==> src/rtl/loader_pkg.sv <==
// Shared types and widths for the instruction-memory loader.
package loader_pkg;

  localparam int unsigned INSTR_W        = 32;
  localparam int unsigned BYTE_W         = 8;
  localparam int unsigned BYTES_PER_WORD = 4;

  typedef enum logic [1:0] {
    StIdle,
    StCollect,
    StWrite,
    StFull
  } ld_state_e;

endpackage

==> src/rtl/btn_debounce.sv <==
// Synchronises a raw push button, debounces it and emits a one-cycle pulse per accepted press.
module btn_debounce #(
  parameter int unsigned DEBOUNCE_CYC = 250000
) (
  input  logic clk,
  input  logic rst_n,
  input  logic btn,
  output logic press
);

  localparam int unsigned CntW = $clog2(DEBOUNCE_CYC + 1);

  logic            sync1_q, sync2_q;
  logic            level_q, level_d;
  logic            press_q, press_d;
  logic [CntW-1:0] cnt_q, cnt_d;

  // Accepted level flips only after DEBOUNCE_CYC consecutive cycles at the new level.
  always_comb begin
    cnt_d   = cnt_q;
    level_d = level_q;
    press_d = 1'b0;
    if (sync2_q == level_q) begin
      cnt_d = '0;
    end else if (cnt_q == CntW'(DEBOUNCE_CYC - 1)) begin
      cnt_d   = '0;
      level_d = sync2_q;
      press_d = sync2_q;
    end else begin
      cnt_d = cnt_q + 1'b1;
    end
  end

  always_ff @(posedge clk or negedge rst_n) begin
    if (!rst_n) begin
      sync1_q <= 1'b0;
      sync2_q <= 1'b0;
      level_q <= 1'b0;
      press_q <= 1'b0;
      cnt_q   <= '0;
    end else begin
      sync1_q <= btn;
      sync2_q <= sync1_q;
      level_q <= level_d;
      press_q <= press_d;
      cnt_q   <= cnt_d;
    end
  end

  assign press = press_q;

endmodule

==> src/rtl/imem_loader.sv <==
// Assembles 32-bit words from button-clocked switch bytes and writes them to IMEM, holding the CPU.
module imem_loader
  import loader_pkg::*;
#(
  parameter int unsigned ADDR_W       = 8,
  parameter int unsigned DEBOUNCE_CYC = 250000
) (
  input  logic                SYS_clk,
  input  logic                SYS_rst,
  input  logic                ld_en,
  input  logic                ld_btn,
  input  logic [BYTE_W-1:0]   ld_byte,
  output logic                imem_we,
  output logic [ADDR_W-1:0]   imem_waddr,
  output logic [INSTR_W-1:0]  imem_wdata,
  output logic                cpu_hold,
  output logic [1:0]          byte_idx,
  output logic [ADDR_W:0]     words_loaded,
  output logic                ld_full
);

  localparam logic [ADDR_W-1:0] LastAddr = '1;
  localparam logic [1:0]        LastIdx  = 2'(BYTES_PER_WORD - 1);

  logic                en_s1_q, en_s2_q;
  logic                press;
  ld_state_e           state_q, state_d;
  logic [INSTR_W-1:0]  word_q, word_d;
  logic [ADDR_W-1:0]   addr_q, addr_d;
  logic [1:0]          idx_q, idx_d;
  logic [ADDR_W:0]     cnt_q, cnt_d;
  logic                full_q, full_d;
  logic                we_q, we_d;
  logic [ADDR_W-1:0]   waddr_q, waddr_d;
  logic [INSTR_W-1:0]  wdata_q, wdata_d;

  btn_debounce #(
    .DEBOUNCE_CYC (DEBOUNCE_CYC)
  ) u_btn_debounce (
    .clk   (SYS_clk),
    .rst_n (SYS_rst),
    .btn   (ld_btn),
    .press (press)
  );

  always_comb begin
    state_d = state_q;
    word_d  = word_q;
    addr_d  = addr_q;
    idx_d   = idx_q;
    cnt_d   = cnt_q;
    full_d  = full_q;
    we_d    = 1'b0;
    waddr_d = waddr_q;
    wdata_d = wdata_q;
    unique case (state_q)
      StIdle: begin
        if (en_s2_q) begin
          state_d = StCollect;
          word_d  = '0;
          addr_d  = '0;
          idx_d   = '0;
          cnt_d   = '0;
          full_d  = 1'b0;
        end
      end
      StCollect: begin
        // A press in the same cycle as the enable falling is dropped with the partial word.
        if (!en_s2_q) begin
          state_d = StIdle;
          idx_d   = '0;
        end else if (press) begin
          word_d = {word_q[INSTR_W-BYTE_W-1:0], ld_byte};
          if (idx_q == LastIdx) begin
            idx_d   = '0;
            we_d    = 1'b1;
            waddr_d = addr_q;
            wdata_d = {word_q[INSTR_W-BYTE_W-1:0], ld_byte};
            state_d = StWrite;
          end else begin
            idx_d = idx_q + 1'b1;
          end
        end
      end
      StWrite: begin
        cnt_d = cnt_q + 1'b1;
        if (addr_q == LastAddr) begin
          full_d  = 1'b1;
          state_d = en_s2_q ? StFull : StIdle;
        end else begin
          addr_d  = addr_q + 1'b1;
          state_d = en_s2_q ? StCollect : StIdle;
        end
      end
      StFull: begin
        if (!en_s2_q) begin
          state_d = StIdle;
        end
      end
      default: state_d = StIdle;
    endcase
  end

  always_ff @(posedge SYS_clk or negedge SYS_rst) begin
    if (!SYS_rst) begin
      en_s1_q <= 1'b0;
      en_s2_q <= 1'b0;
      state_q <= StIdle;
      word_q  <= '0;
      addr_q  <= '0;
      idx_q   <= '0;
      cnt_q   <= '0;
      full_q  <= 1'b0;
      we_q    <= 1'b0;
      waddr_q <= '0;
      wdata_q <= '0;
    end else begin
      en_s1_q <= ld_en;
      en_s2_q <= en_s1_q;
      state_q <= state_d;
      word_q  <= word_d;
      addr_q  <= addr_d;
      idx_q   <= idx_d;
      cnt_q   <= cnt_d;
      full_q  <= full_d;
      we_q    <= we_d;
      waddr_q <= waddr_d;
      wdata_q <= wdata_d;
    end
  end

  assign imem_we      = we_q;
  assign imem_waddr   = waddr_q;
  assign imem_wdata   = wdata_q;
  assign cpu_hold     = (state_q != StIdle);
  assign byte_idx     = idx_q;
  assign words_loaded = cnt_q;
  assign ld_full      = full_q;

endmodule

==> config.mk <==
export PLATFORM = sky130hd
export DESIGN_NAME = imem_loader
export DESIGN_NICKNAME = d
export VERILOG_FILES = /design/src/rtl/loader_pkg.sv /design/src/rtl/btn_debounce.sv /design/src/rtl/imem_loader.sv
export SDC_FILE = /design/constraint.sdc
export NUM_CORES = 1
export LEC_CHECK = 0
export CORE_AREA = 2 2 96 98
export DETAILED_ROUTE_END_ITERATION = 7
export DIE_AREA = 0 0 98 100
export PLACE_DENSITY = 0.83
export SLEW_MARGIN = 25
export SYNTH_ARGS = -nofsm -noshare
export SYNTH_HDL_FRONTEND = slang
export SYNTH_HIERARCHICAL = 1
export SYNTH_SLANG_ARGS = --single-unit
==> constraint.sdc <==
create_clock -name SYS_clk -period 3.8 [get_ports SYS_clk]
set_clock_uncertainty 0.1 [all_clocks]
set_input_delay 0.57 -clock SYS_clk [delete_from_list [all_inputs] [get_ports SYS_clk]]
set_output_delay 0.57 -clock SYS_clk [all_outputs]
set_load 0.05 [all_outputs]
---- Word level (Yosys, flattened, before mapping) ----
Index checks and enable logic that the tools add are counted.
word-level totals
  word-level logic and storage cells ...... 82
  register bits after elaboration ......... 111
  input bits .............................. 12
  output and inout port bits .............. 54
cells by class
  reductions and logical operators ........ 12
  add/subtract/negate cells ............... 4
  eq/ne operators ......................... 15
  mux-type cells .......................... 34
  bitwise gates (word level) .............. 1
operator list
  kind                                                                      number
  24-bit two-way mux                                                        3
  24-bit one-hot mux with 2 select lines                                    1
  18-bit two-way mux                                                        2
  2-bit two-way mux                                                         11
  18-bit by 1-bit adder with 18-bit output (second input constant)          1
  18-bit == test (second input constant)                                    1
  9-bit one-hot mux with 2 select lines                                     1
  8-bit two-way mux                                                         2
  8-bit one-hot mux with 2 select lines                                     1
  4-bit AND reduction                                                       3
  2-bit inequality test (second input constant)                             5
  9-bit by 1-bit adder with 9-bit output (second input constant)            1
  1-bit two-way mux                                                         9
  9-bit two-way mux                                                         1
  3-bit AND reduction                                                       3
  8-bit by 1-bit adder with 8-bit output (second input constant)            1
  8-bit == test (second input constant)                                     1
  2-bit one-hot mux with 4 select lines                                     1
  2-bit == test (second input constant)                                     3
  2-bit nonzero test                                                        3
  2-bit one-hot mux with 2 select lines                                     1
  2-bit AND reduction                                                       2
  3-bit by 2-bit inequality test with 1-bit output (second input constant)  1
  3-bit inequality test (second input constant)                             1
  other kinds (7)                                                           7

---- Longest topological paths before layout ----
Gate-level depths: netlist (run 1).
  depth in word-level cells ............... 5
  depth in mapped cells ................... 6
  depth with buffers taken out ............ 5

---- Modules after synthesis ----
The synthesis (run 1) kept the hierarchy.
modules (own cells, without submodules)
  module        sequential area each (µm²)  cells each  area an instance (µm²)  times used
  imem_loader   2227.1                      322         4021.4                  1
  btn_debounce  550.5                       99          1036.0                  1

---- Worst setup path before layout (run 1) ----
No wires, ideal clock.
  path type ............................... flip-flop to flip-flop
  start ................................... reg u_btn_debounce.cnt_q[11]
  end ..................................... reg u_btn_debounce.cnt_q[10]
  period minus slack after synthesis ...... 1971 ps
  data arrival time ....................... 1750 ps
  path buffers ............................ 1
  required time ........................... 3578 ps
  cell stages (with the launch flop) ...... 5
  slack ................................... 1829 ps
  setup time .............................. 122 ps
  cells stage by stage .................... dfrtp_1 or4b_1 o41ai_2 buf_2 nor2_1
between the ends
  longest elaborated chain between the ends .. 3
RTL lines
  what                          RTL line            text
  start, declared               btn_debounce.sv:16  logic [CntW-1:0] cnt_q, cnt_d;
  start signal, assigned        btn_debounce.sv:46  cnt_q <= cnt_d;
  18-bit == test                btn_debounce.sv:25  end else if (cnt_q == CntW'(DEBOUNCE_CYC - 1)) begin
  18-bit two-way mux            btn_debounce.sv:25
  18-bit two-way mux            btn_debounce.sv:23  if (sync2_q == level_q) begin
  via u_btn_debounce.cnt_d[10]  btn_debounce.sv:16
The timed path passes the listed nets, and every way through them passes these cells.
A chain may end at the register's enable or synchronous reset.

---- Final worst setup path (run 1) ----
  start ................................... reg state_q[1]
  end ..................................... out cpu_hold
between the ends
  longest elaborated chain between the ends .. 1
RTL lines
  what                    RTL line            text
  start, declared         imem_loader.sv:27   ld_state_e state_q, state_d;
  start signal, assigned  imem_loader.sv:108  state_q <= StIdle;
  start signal, assigned  imem_loader.sv:120  state_q <= state_d;
  2-bit nonzero test      imem_loader.sv:135  assign cpu_hold = (state_q != StIdle);
  end, declared           imem_loader.sv:16   output logic cpu_hold,
Every way passes these cells.

==> results of run 1 <==
[metrics by stage]
step	total power [mW]	utilization [%]	hold slack (ns)	setup WS, ns
6_report	2.08	67.1	0.122	1.10
5_1_grt	2.17	67.1	0.188	0.929
4_1_cts	2.10	66.8	0.144	0.936
3_5_place_dp	1.42	64.7	0.241	0.961
3_3_place_gp	1.41	64.7	0.236	1.05
2_1_floorplan	1.35	-	0.174	1.83
[cell families (layout without fill, tap and decap cells)]
group,Yosys count,count (layout)
mux,68,68
buf+inv,52,117
compound gates,45,45
simple gates,128,128
fa+ha+maj,4,4
xor+xnor,13,13
flops,111,111
[path summary, 6_finish.rpt]
path	startpoint	endpoint	slack (ns)	cells past startpoint
worst max-delay path	state_q[1]$_DFFE_PN0P_	cpu_hold	1.10	2
worst min-delay path	SYS_rst	imem_waddr[0]$_DFFE_PN0P_	0.12	1
worst max register to register	state_q[0]$_DFFE_PN0P_	imem_wdata[17]$_DFFE_PN0P_	1.11	5
worst min register to register	u_btn_debounce/sync1_q$_DFF_PN0_	u_btn_debounce/sync2_q$_DFF_PN0_	0.26	0
max in group asynchronous	SYS_rst	en_s2_q$_DFF_PN0_	2.62	2
min in group SYS_clk	u_btn_debounce/sync1_q$_DFF_PN0_	u_btn_debounce/sync2_q$_DFF_PN0_	0.26	0
[registers in the layout (all words and copies together) (netlist names), 2 cells and up]
name                  cells
word_q                   24
imem_wdata               32
words_loaded              9
state_q                   2
addr_q                    8
u_btn_debounce/cnt_q     18
byte_idx                  2
imem_waddr                8
[layout by cell type (no fill, tap or decap), drive strengths merged, types with 3 or more instances in the layout]
cell / Yosys / layout
dfrtp: 111 / 111
clkdlybuf4s50: 0 / 64
nand2: 45 / 45
mux2: 41 / 41
inv: 31 / 35
mux2i: 27 / 27
nor2: 19 / 19
nand4: 13 / 13
o21ai: 11 / 11
nand3: 11 / 11
a21oi: 10 / 10
clkbuf: 8 / 9
xor2: 7 / 7
and3: 6 / 6
or4: 6 / 6
xnor2: 6 / 6
buf: 13 / 6
a31oi: 5 / 5
nor3: 4 / 4
ha: 4 / 4
nand4b: 3 / 3
a22o: 3 / 3
or3: 3 / 3
nor4: 3 / 3
nor2b: 3 / 3
[where the power goes]
part           leakage, nW  internal [mW]  switching [mW]  total [mW]
logic                 1.18         0.0575          0.0858       0.143
clock network       0.0943          0.255           0.426       0.681
registers             1.50           1.22          0.0358        1.26
[routing by layer]
metal	up-vias	global-route usage, %	part of all wire (%)
met4	0	7.16	1.2
met1	1676	29.5	43
met3	13	3.62	5.7
li1	1582	-	-
met5	-	0	0
met2	113	35.6	50
[cell type report]
class,count,share of cell area [%]
flip-flops and latches,111,46.5
multi-input cells,258,34.2
repair buffers,70,11.8
well taps,111,2.33
clock buffers,9,2.08
inverters,31,1.95
clock inverters,7,1.09
[synth_stat cells (all sizes together)]
master	instances	area, um2
ha	4	50.1
or4b	1	10.0
a31oi	5	31.3
o21bai	2	15.0
inv	31	116
dfrtp	111	2780
xor2	7	61.3
and4	2	17.5
o21a	1	7.51
nor4	3	18.8
a32o	2	20.0
clkbuf	8	31.3
nand4	13	96.3
nor2	19	71.3
or4	6	45.0
mux2	41	608
nand2	45	171
nand4b	3	26.3
a22o	3	26.3
and3b	1	8.76
mux2i	27	270
nor3	4	20.0
o41a	1	11.3
a211oi	1	7.51
xnor2	6	52.6
or2	1	6.26
nand2b	2	12.5
o41ai	1	16.3
nor3b	2	15.0
and2	2	12.5
buf	13	100
nand3	11	60.1
a311oi	1	8.76
or3b	1	8.76
o31ai	1	7.51
o22ai	1	6.26
a41oi	2	17.5
and3	6	37.5
nor2b	3	18.8
a21oi	10	53.8
o21ai	11	55.1
o311ai	1	8.76
o2111a	1	11.3
or3	3	18.8
o21ba	1	10.0
[critical path, stage by stage (launching register included)]
cell and delay, ns:
dfrtp_1 0.66, or2_2 0.21, clkdlybuf4s50_1 0.79
==> results.ini, run 1 <==
[cells_and_area]
n_fill_cell = 660
nets = 497
seq_area_um2 = 2780
multi_input_area_um2 = 2040
fin_area_um2 = 5970
drive_above_1_share_pct = 14.8
n_antenna_cell = 0
area_delta_synth_final_pct = 18.0
layoutNonFillerInstCount = 597

[outcome]
status = finished, final reports clean

[logic_synthesis]
ys_seq_area_share_pct = 54.9
yosys_warnings = 6
yosys.area_share.adder_pct = 0.990
synth-simple-area-share_pct = 13.4
synth-xor-area-share_pct = 2.25
synth.distinct_cells = 53
avgSynthCellArea_um2 = 12.0
synthesis.nets = 437
syn_inst = 421
synth_compound_area_share_pct = 6.21
synth_area_um2 = 5060
synth_top_family_by_area = multiplexers
synth_seq_cells = 111
synth.area.mux_share_pct = 17.4

[setup_path]
timing.critical_path.required_ns = 3.13
end_kind = primary output
cp_max_fo = 18
worstPathArrival_ns = 2.03
timing_worst_setup_path_type = register to primary output
cp-start-kind = register

[detailed_routing]
drtPass1Iterations = 5
post-route-drc-count = 0
drtIter0Drc = 173
wl_per_cell_um = 16.5
vias_per_cell = 5.67
wirelength_mm = 9.86
ant_nets = 0
vias = 3384

[grt]
gr-total-overflow = 0
grt_pass1_wl_mm = 17.0
grt_pass1_vias = 3360
grt_use_total_pct = 21.6
grt_start_max_net_pins = 57
antenna_found_initial = 0

[clock_network]
cts.clk_slew.worst_paths_ns = 0.11
cts_tree = built
cts_resized = 0
cts_setup_buffers = 0
cts_sinks = 111
clock-root-buffer = clkbuf_8
clockBufferDepth = 2
htree_levels = 3
cts_buffers = 9
postCtsHoldBufs = 0
clk_latency_ns = 0.37

[timing]
drv_slew = 0
fin_crit_sh_pct = 71.2
finalSetupViolations = 0
period_minus_slack_ns = 2.70
hold_viol = 0
setup_tns_ns = 0
fmax_mhz = 370
slew_headroom_pct = 32.6
worst_slew_pin_slew_ns = 1.01
rsz0062_at_grt = no

[placement]
hpwl_mm = 6.54
finalWeightedCongestion = 0.852
place_area_um2 = 5750
placedCellCount = 580
portBuffers = 65

[job]
cap_violations = 0

[floorplan]
initial_utilization_pct = 56.9
die_x_um = 98
die_h_um = 100
num_io_pins = 66
core_um2 = 8890
die_area_um2 = 9800
num_rows = 35

[power]
power_density_nw_per_um2 = 348
vdd_drop_max_mv = 0.222
leakagePower_nw = 2.77

[worst_hold_path]
min_path_type = primary input to async pin

No activity file was read; power rests on OpenSTA's default activity.
==> inputs of run 2 (changes only) <==
--- a/config.mk
+++ b/config.mk
@@ -5,10 +5,10 @@
 export SDC_FILE = /design/constraint.sdc
 export NUM_CORES = 1
 export LEC_CHECK = 0
-export CORE_AREA = 2 2 96 98
+export CORE_AREA = 2 2 99 101
 export DETAILED_ROUTE_END_ITERATION = 7
-export DIE_AREA = 0 0 98 100
-export PLACE_DENSITY = 0.83
+export DIE_AREA = 0 0 101 103
+export PLACE_DENSITY = 0.79
 export SLEW_MARGIN = 25
 export SYNTH_ARGS = -nofsm -noshare
 export SYNTH_HDL_FRONTEND = slang
==> constraint.sdc (replaced) <==
create_clock -name SYS_clk -period 2.5 [get_ports SYS_clk]
set_clock_uncertainty 0.1 [all_clocks]
set_input_delay 0.375 -clock SYS_clk [delete_from_list [all_inputs] [get_ports SYS_clk]]
set_output_delay 0.375 -clock SYS_clk [all_outputs]
set_load 0.05 [all_outputs]
==> run 2 against run 1 <==
Compared with the run above:
- wire length fell by 0.49%
- total power rose by 56%
- core utilization fell by 3.1 points
- via count fell by 0.21%
- highest routed layer unchanged
- global-route usage fell by 1.8 points
- worst setup slack got worse by 0.85 ns
- hold slack improved by 0.14 ns
- clock-buffer cell count did not move
- sequential power rose by 51%
==> results.ini, run 2 (synthesis gave the netlist of run 1 again) <==
[outcome]
status = finished, final reports clean

[clock_network]
cts_sinks = 111
clockBufferDepth = 2
htree_levels = 3
cts_resized = 0
cts.clk_slew.worst_paths_ns = 0.12
cts_buffers = 9
clock-root-buffer = clkbuf_8
cts_tree = built
clk_latency_ns = 0.38

[grt]
use_met3_pct = 2.98
antenna_found_initial = 0
grt_busiest_layer = met2
grt_pass1_wl_mm = 16.2
grt_pass1_vias = 3349
met2_usage_pct = 31.8
gr-total-overflow = 0
grt_start_max_net_pins = 47
grt_use_met1_pct = 27.8
grt_use_total_pct = 19.8

[power]
power_density_nw_per_um2 = 537
leakagePower_nw = 2.82
vdd_drop_max_mv = 0.282

[setup_path]
worstPathArrival_ns = 1.78
end_kind = primary output
ff2ff_path_depth = 5
timing.critical_path.required_ns = 2.03
reg2reg_to = u_btn_debounce/cnt_q[16]$_DFF_PN0_
cp-start-kind = register
crit_start = state_q[1]$_DFFE_PN0P_
r2r_start = u_btn_debounce/cnt_q[0]$_DFF_PN0_
timing_worst_setup_path_type = register to primary output
r2r_slack_ns = 0.42
cp_max_fo = 2

[timing]
fin_crit_sh_pct = 90.3
fmax_mhz = 443
hold_viol = 0
hold_ws_ns = 0.267
slew_headroom_pct = 59.7
period_minus_slack_ns = 2.26
setup_tns_ns = 0
worst_slew_pin_slew_ns = 0.605
drv_slew = 0
finalSetupViolations = 0
rsz0062_at_grt = no

[detailed_routing]
wirelength_mm = 9.81
ant_nets = 0
drtIter0Drc = 136
post-route-drc-count = 0
wl_per_cell_um = 16.2
drtPass1Iterations = 4
vias = 3377
vias_per_cell = 5.56

[floorplan]
die_h_um = 103
die_area_um2 = 10400
core_um2 = 9460
die_x_um = 101
num_rows = 36
num_io_pins = 66
initial_utilization_pct = 53.5

[worst_hold_path]
worstHoldStart = u_btn_debounce/sync1_q$_DFF_PN0_
min_path_type = register to register
min_path_cells = 0
holdPathEnd = u_btn_debounce/sync2_q$_DFF_PN0_

[cells_and_area]
largest_reg_flops = 32
final_cell_mix = dfrtp_1 (111), clkdlybuf4s50_1 (64), nand2_1 (44)
drive_above_1_share_pct = 15.8
area_delta_synth_final_pct = 19.8
n_fill_cell = 717
layout_commonest_cell = dfrtp_1
nets = 504
n_antenna_cell = 0

[placement]
finalWeightedCongestion = 0.957
hpwl_mm = 6.70
portBuffers = 65

[job]
cap_violations = 0

run 2: changes by cell type in the layout (fill, tap and decap cells not counted):
cell,previous run,this run
clkinv_8,0,2
buf_4,5,10
buf_12,0,2
clkinv_4,2,1
inv_6,2,0
clkinvlp_4,1,0
inv_8,2,3
dlygate4sd3_1,0,1
inv_12,0,1
buf_16,1,0
run 2: how the worst max path moves through the flow:
stage,endpoint,slack [ns]
2_1_floorplan,u_btn_debounce/cnt_q[10]$_DFF_PN0_,0.53
3_3_place_gp,u_btn_debounce/cnt_q[16]$_DFF_PN0_,0.50
6_report,cpu_hold,0.24
5_1_grt,cpu_hold,0.19
4_1_cts,cpu_hold,0.23
3_5_place_dp,u_btn_debounce/cnt_q[16]$_DFF_PN0_,0.44
run 2: per-layer routing:
layer | share of wire (%) | wire, um
met1 | 47 | 4580
met2 | 49 | 4780
met3 | 3.5 | 346
met4 | 1.1 | 109
met5 | 0 | 0
run 2: report_power, final:
part | leakage [nW] | internal [mW] | switching, mW
Clock | 0.108 | 0.416 | 0.706
Combinational | 1.21 | 0.0943 | 0.137
Sequential | 1.50 | 1.85 | 0.0469
Total | 2.82 | 2.36 | 0.890
run 2: final cells by class:
| type | instances | area [um2] | share of cell area [%] |
|---|---|---|---|
| clock inverters | 7 | 91.3 | 1.51 |
| well taps | 114 | 143 | 2.35 |
| inverters | 31 | 116 | 1.92 |
| clock buffers | 9 | 124 | 2.04 |
| multi-input cells | 258 | 2040 | 33.7 |
| flip-flops and latches | 111 | 2780 | 45.8 |
| repair buffers | 77 | 766 | 12.6 |
run 2: worst max-delay path, stage by stage, from the launching register on:
cell and delay [ns]:
dfrtp_1 0.40, or2_2 0.30, clkdlybuf4s50_1 0.70
run 2: through the flow:
step | std cells | setup WS, ns | util (%) | area, um2 | total power, mW
finish | 607 | 0.243 | 64.1 | 6060 | 3.25
global route | 607 | 0.189 | 64.1 | 6060 | 3.38
floorplan | 421 | 0.529 | - | 5060 | 2.06
detailed placement | 590 | 0.445 | 61.7 | 5830 | 2.17
CTS | 607 | 0.228 | 64.1 | 6060 | 3.28
global placement | 590 | 0.504 | 61.7 | 5830 | 2.16
run 2: timing repair:
item	CTS	global route
buffers inserted	0	0
endpoints found under the setup margin	0	0
hold endpoints to repair	43	0
hold buffers	1	0
==> inputs of run 3 (changes only) <==
--- a/config.mk
+++ b/config.mk
@@ -5,10 +5,10 @@
 export SDC_FILE = /design/constraint.sdc
 export NUM_CORES = 1
 export LEC_CHECK = 0
-export CORE_AREA = 2 2 99 101
+export CORE_AREA = 2 2 133 135
 export DETAILED_ROUTE_END_ITERATION = 7
-export DIE_AREA = 0 0 101 103
-export PLACE_DENSITY = 0.79
+export DIE_AREA = 0 0 135 137
+export HOLD_SLACK_MARGIN = 0.05
 export SLEW_MARGIN = 25
 export SYNTH_ARGS = -nofsm -noshare
 export SYNTH_HDL_FRONTEND = slang
==> constraint.sdc (replaced) <==
create_clock -name SYS_clk -period 2.4 [get_ports SYS_clk]
set_clock_uncertainty 0.1 [all_clocks]
set_input_delay 0.36 -clock SYS_clk [delete_from_list [all_inputs] [get_ports SYS_clk]]
set_output_delay 0.36 -clock SYS_clk [all_outputs]
set_load 0.05 [all_outputs]
==> run 3 against run 2 <==
Compared with the run above:
- final cell count grew 18%
- global-route usage fell by 7.9 points
- combinational power rose by 2%
- non-clock buffer count stayed put
- critical path type unchanged
- largest power group unchanged
- highest routed layer unchanged
==> results.ini, run 3 (synthesis gave the netlist of run 1 again) <==
[outcome]
status = finished, final reports clean

[setup_path]
cp-start-kind = register
cp_top_family = buffers and inverters
timing_worst_setup_path_type = register to primary output
critPathBufInv = 1
cpPeakStageDelay_ns = 0.86
timing.critical_path.required_ns = 1.94
cp_max_fo = 5
worstPathArrival_ns = 1.69
path_cells = clkdlybuf4s50_1
end_kind = primary output
slowest_stage = clkdlybuf4s50_1

[timing]
hold_ws_ns = 0.255
fmax_mhz = 464
hold_viol = 0
finalSetupViolations = 0
period_minus_slack_ns = 2.15
drv_slew = 0
setup_slack_ns = 0.246
setup_tns_ns = 0
slew_headroom_pct = 63.9
rsz0062_at_grt = no
worst_slew_pin_slew_ns = 0.539
fin_crit_sh_pct = 89.8

[cells_and_area]
area_delta_synth_final_pct = 24.0
seq_area_um2 = 2780
layoutNonFillerInstCount = 718
layout_commonest_cell = dfrtp_1
largest_reg_flops = 32
multi_input_area_um2 = 2040
n_antenna_cell = 0
drive_above_1_share_pct = 16.0
n_fill_cell = 1663
fin_util_pct = 36.8
nets = 504
final_cell_mix = dfrtp_1 (111), clkdlybuf4s50_1 (63), nand2_1 (44)
fin_area_um2 = 6270

[grt]
antenna_found_initial = 0
grt_start_max_net_pins = 51
gr-total-overflow = 0
grt_pass1_vias = 3493
grt_pass1_wl_mm = 17.6
grt_use_total_pct = 11.9

[clock_network]
htree_levels = 3
cts.clk_slew.worst_paths_ns = 0.07
cts_sinks = 111
cts_resized = 0
clk_latency_ns = 0.36
cts_setup_buffers = 0
cts_buffers = 9
clockBufferDepth = 2
cts_tree = built
clock-root-buffer = clkbuf_16

[floorplan]
die_h_um = 137
core_um2 = 17100
num_io_pins = 66
num_rows = 48
die_area_um2 = 18500
initial_utilization_pct = 29.7
die_x_um = 135

[detailed_routing]
drtIter0Drc = 198
vias_per_cell = 4.65
drtPass1Iterations = 4
wl_per_cell_um = 14.1
wirelength_mm = 10.1
post-route-drc-count = 0
vias = 3336
ant_nets = 0

[placement]
post-place-ws_ns = 0.337
portBuffers = 65
hpwl_mm = 6.86
place_area_um2 = 5970
placedCellCount = 701
finalWeightedCongestion = 0.819

[power]
fin_total_pwr_mw = 3.69
power_density_nw_per_um2 = 589
vdd_drop_max_mv = 0.363
leakagePower_nw = 2.86

[worst_hold_path]
min_path_type = register to register

[job]
cap_violations = 0

==> run 3: changes by cell type in the layout (fill, tap and decap cells not counted), sizes merged <==
| cell | previous run | this run |
|---|---|---|
| buf | 12 | 13 |
| clkdlybuf4s50 | 64 | 63 |
| clkinv | 3 | 4 |
| inv | 35 | 34 |
==> run 3: power by group <==
part / leakage, nW / total, mW / internal, mW / switching (mW)
sequential: 1.50 / 1.98 / 1.93 / 0.0509
clock: 0.146 / 1.47 / 0.731 / 0.742
combinational: 1.21 / 0.237 / 0.0979 / 0.139
total: 2.86 / 3.69 / 2.76 / 0.933
==> run 3: layer usage <==
metal,GRT usage [%],wire (um),share of wire [%],up-vias
li1,-,-,-,1604
met1,16.2,4850,48,1661
met2,18.8,4750,47,60
met3,2.04,335,3.3,11
met4,5.38,194,1.9,0
met5,0,0,0,-
==> run 3: repair_timing <==
action,4_1_cts,5_1_grt
hold buffers,1,0
endpoints found under the setup margin,0,0
hold endpoints to repair,36,0
==> run 3: path summary, 6_finish.rpt <==
kind	end	slack (ns)	depth (start not counted)	startpoint
min in group asynchronous	word_q[13]$_DFFE_PN0P_	0.41	2	SYS_rst
worst min-delay path	u_btn_debounce/sync2_q$_DFF_PN0_	0.26	0	u_btn_debounce/sync1_q$_DFF_PN0_
worst max register to register	u_btn_debounce/cnt_q[16]$_DFF_PN0_	0.33	5	u_btn_debounce/cnt_q[0]$_DFF_PN0_
max in group asynchronous	imem_wdata[31]$_DFFE_PN0P_	1.13	3	SYS_rst
worst max-delay path	byte_idx[0]	0.25	1	byte_idx[0]$_DFFE_PN0P_
worst min register to register	u_btn_debounce/sync2_q$_DFF_PN0_	0.26	0	u_btn_debounce/sync1_q$_DFF_PN0_
==> run 3: final cells by class <==
cell class	instances	area share [%]
tap	225	4.49
multi-input combinational	258	32.6
sequential	111	44.3
clock buffer	9	3.59
inverter	31	1.86
timing repair buffer	77	12.2
clock inverter	7	1.06
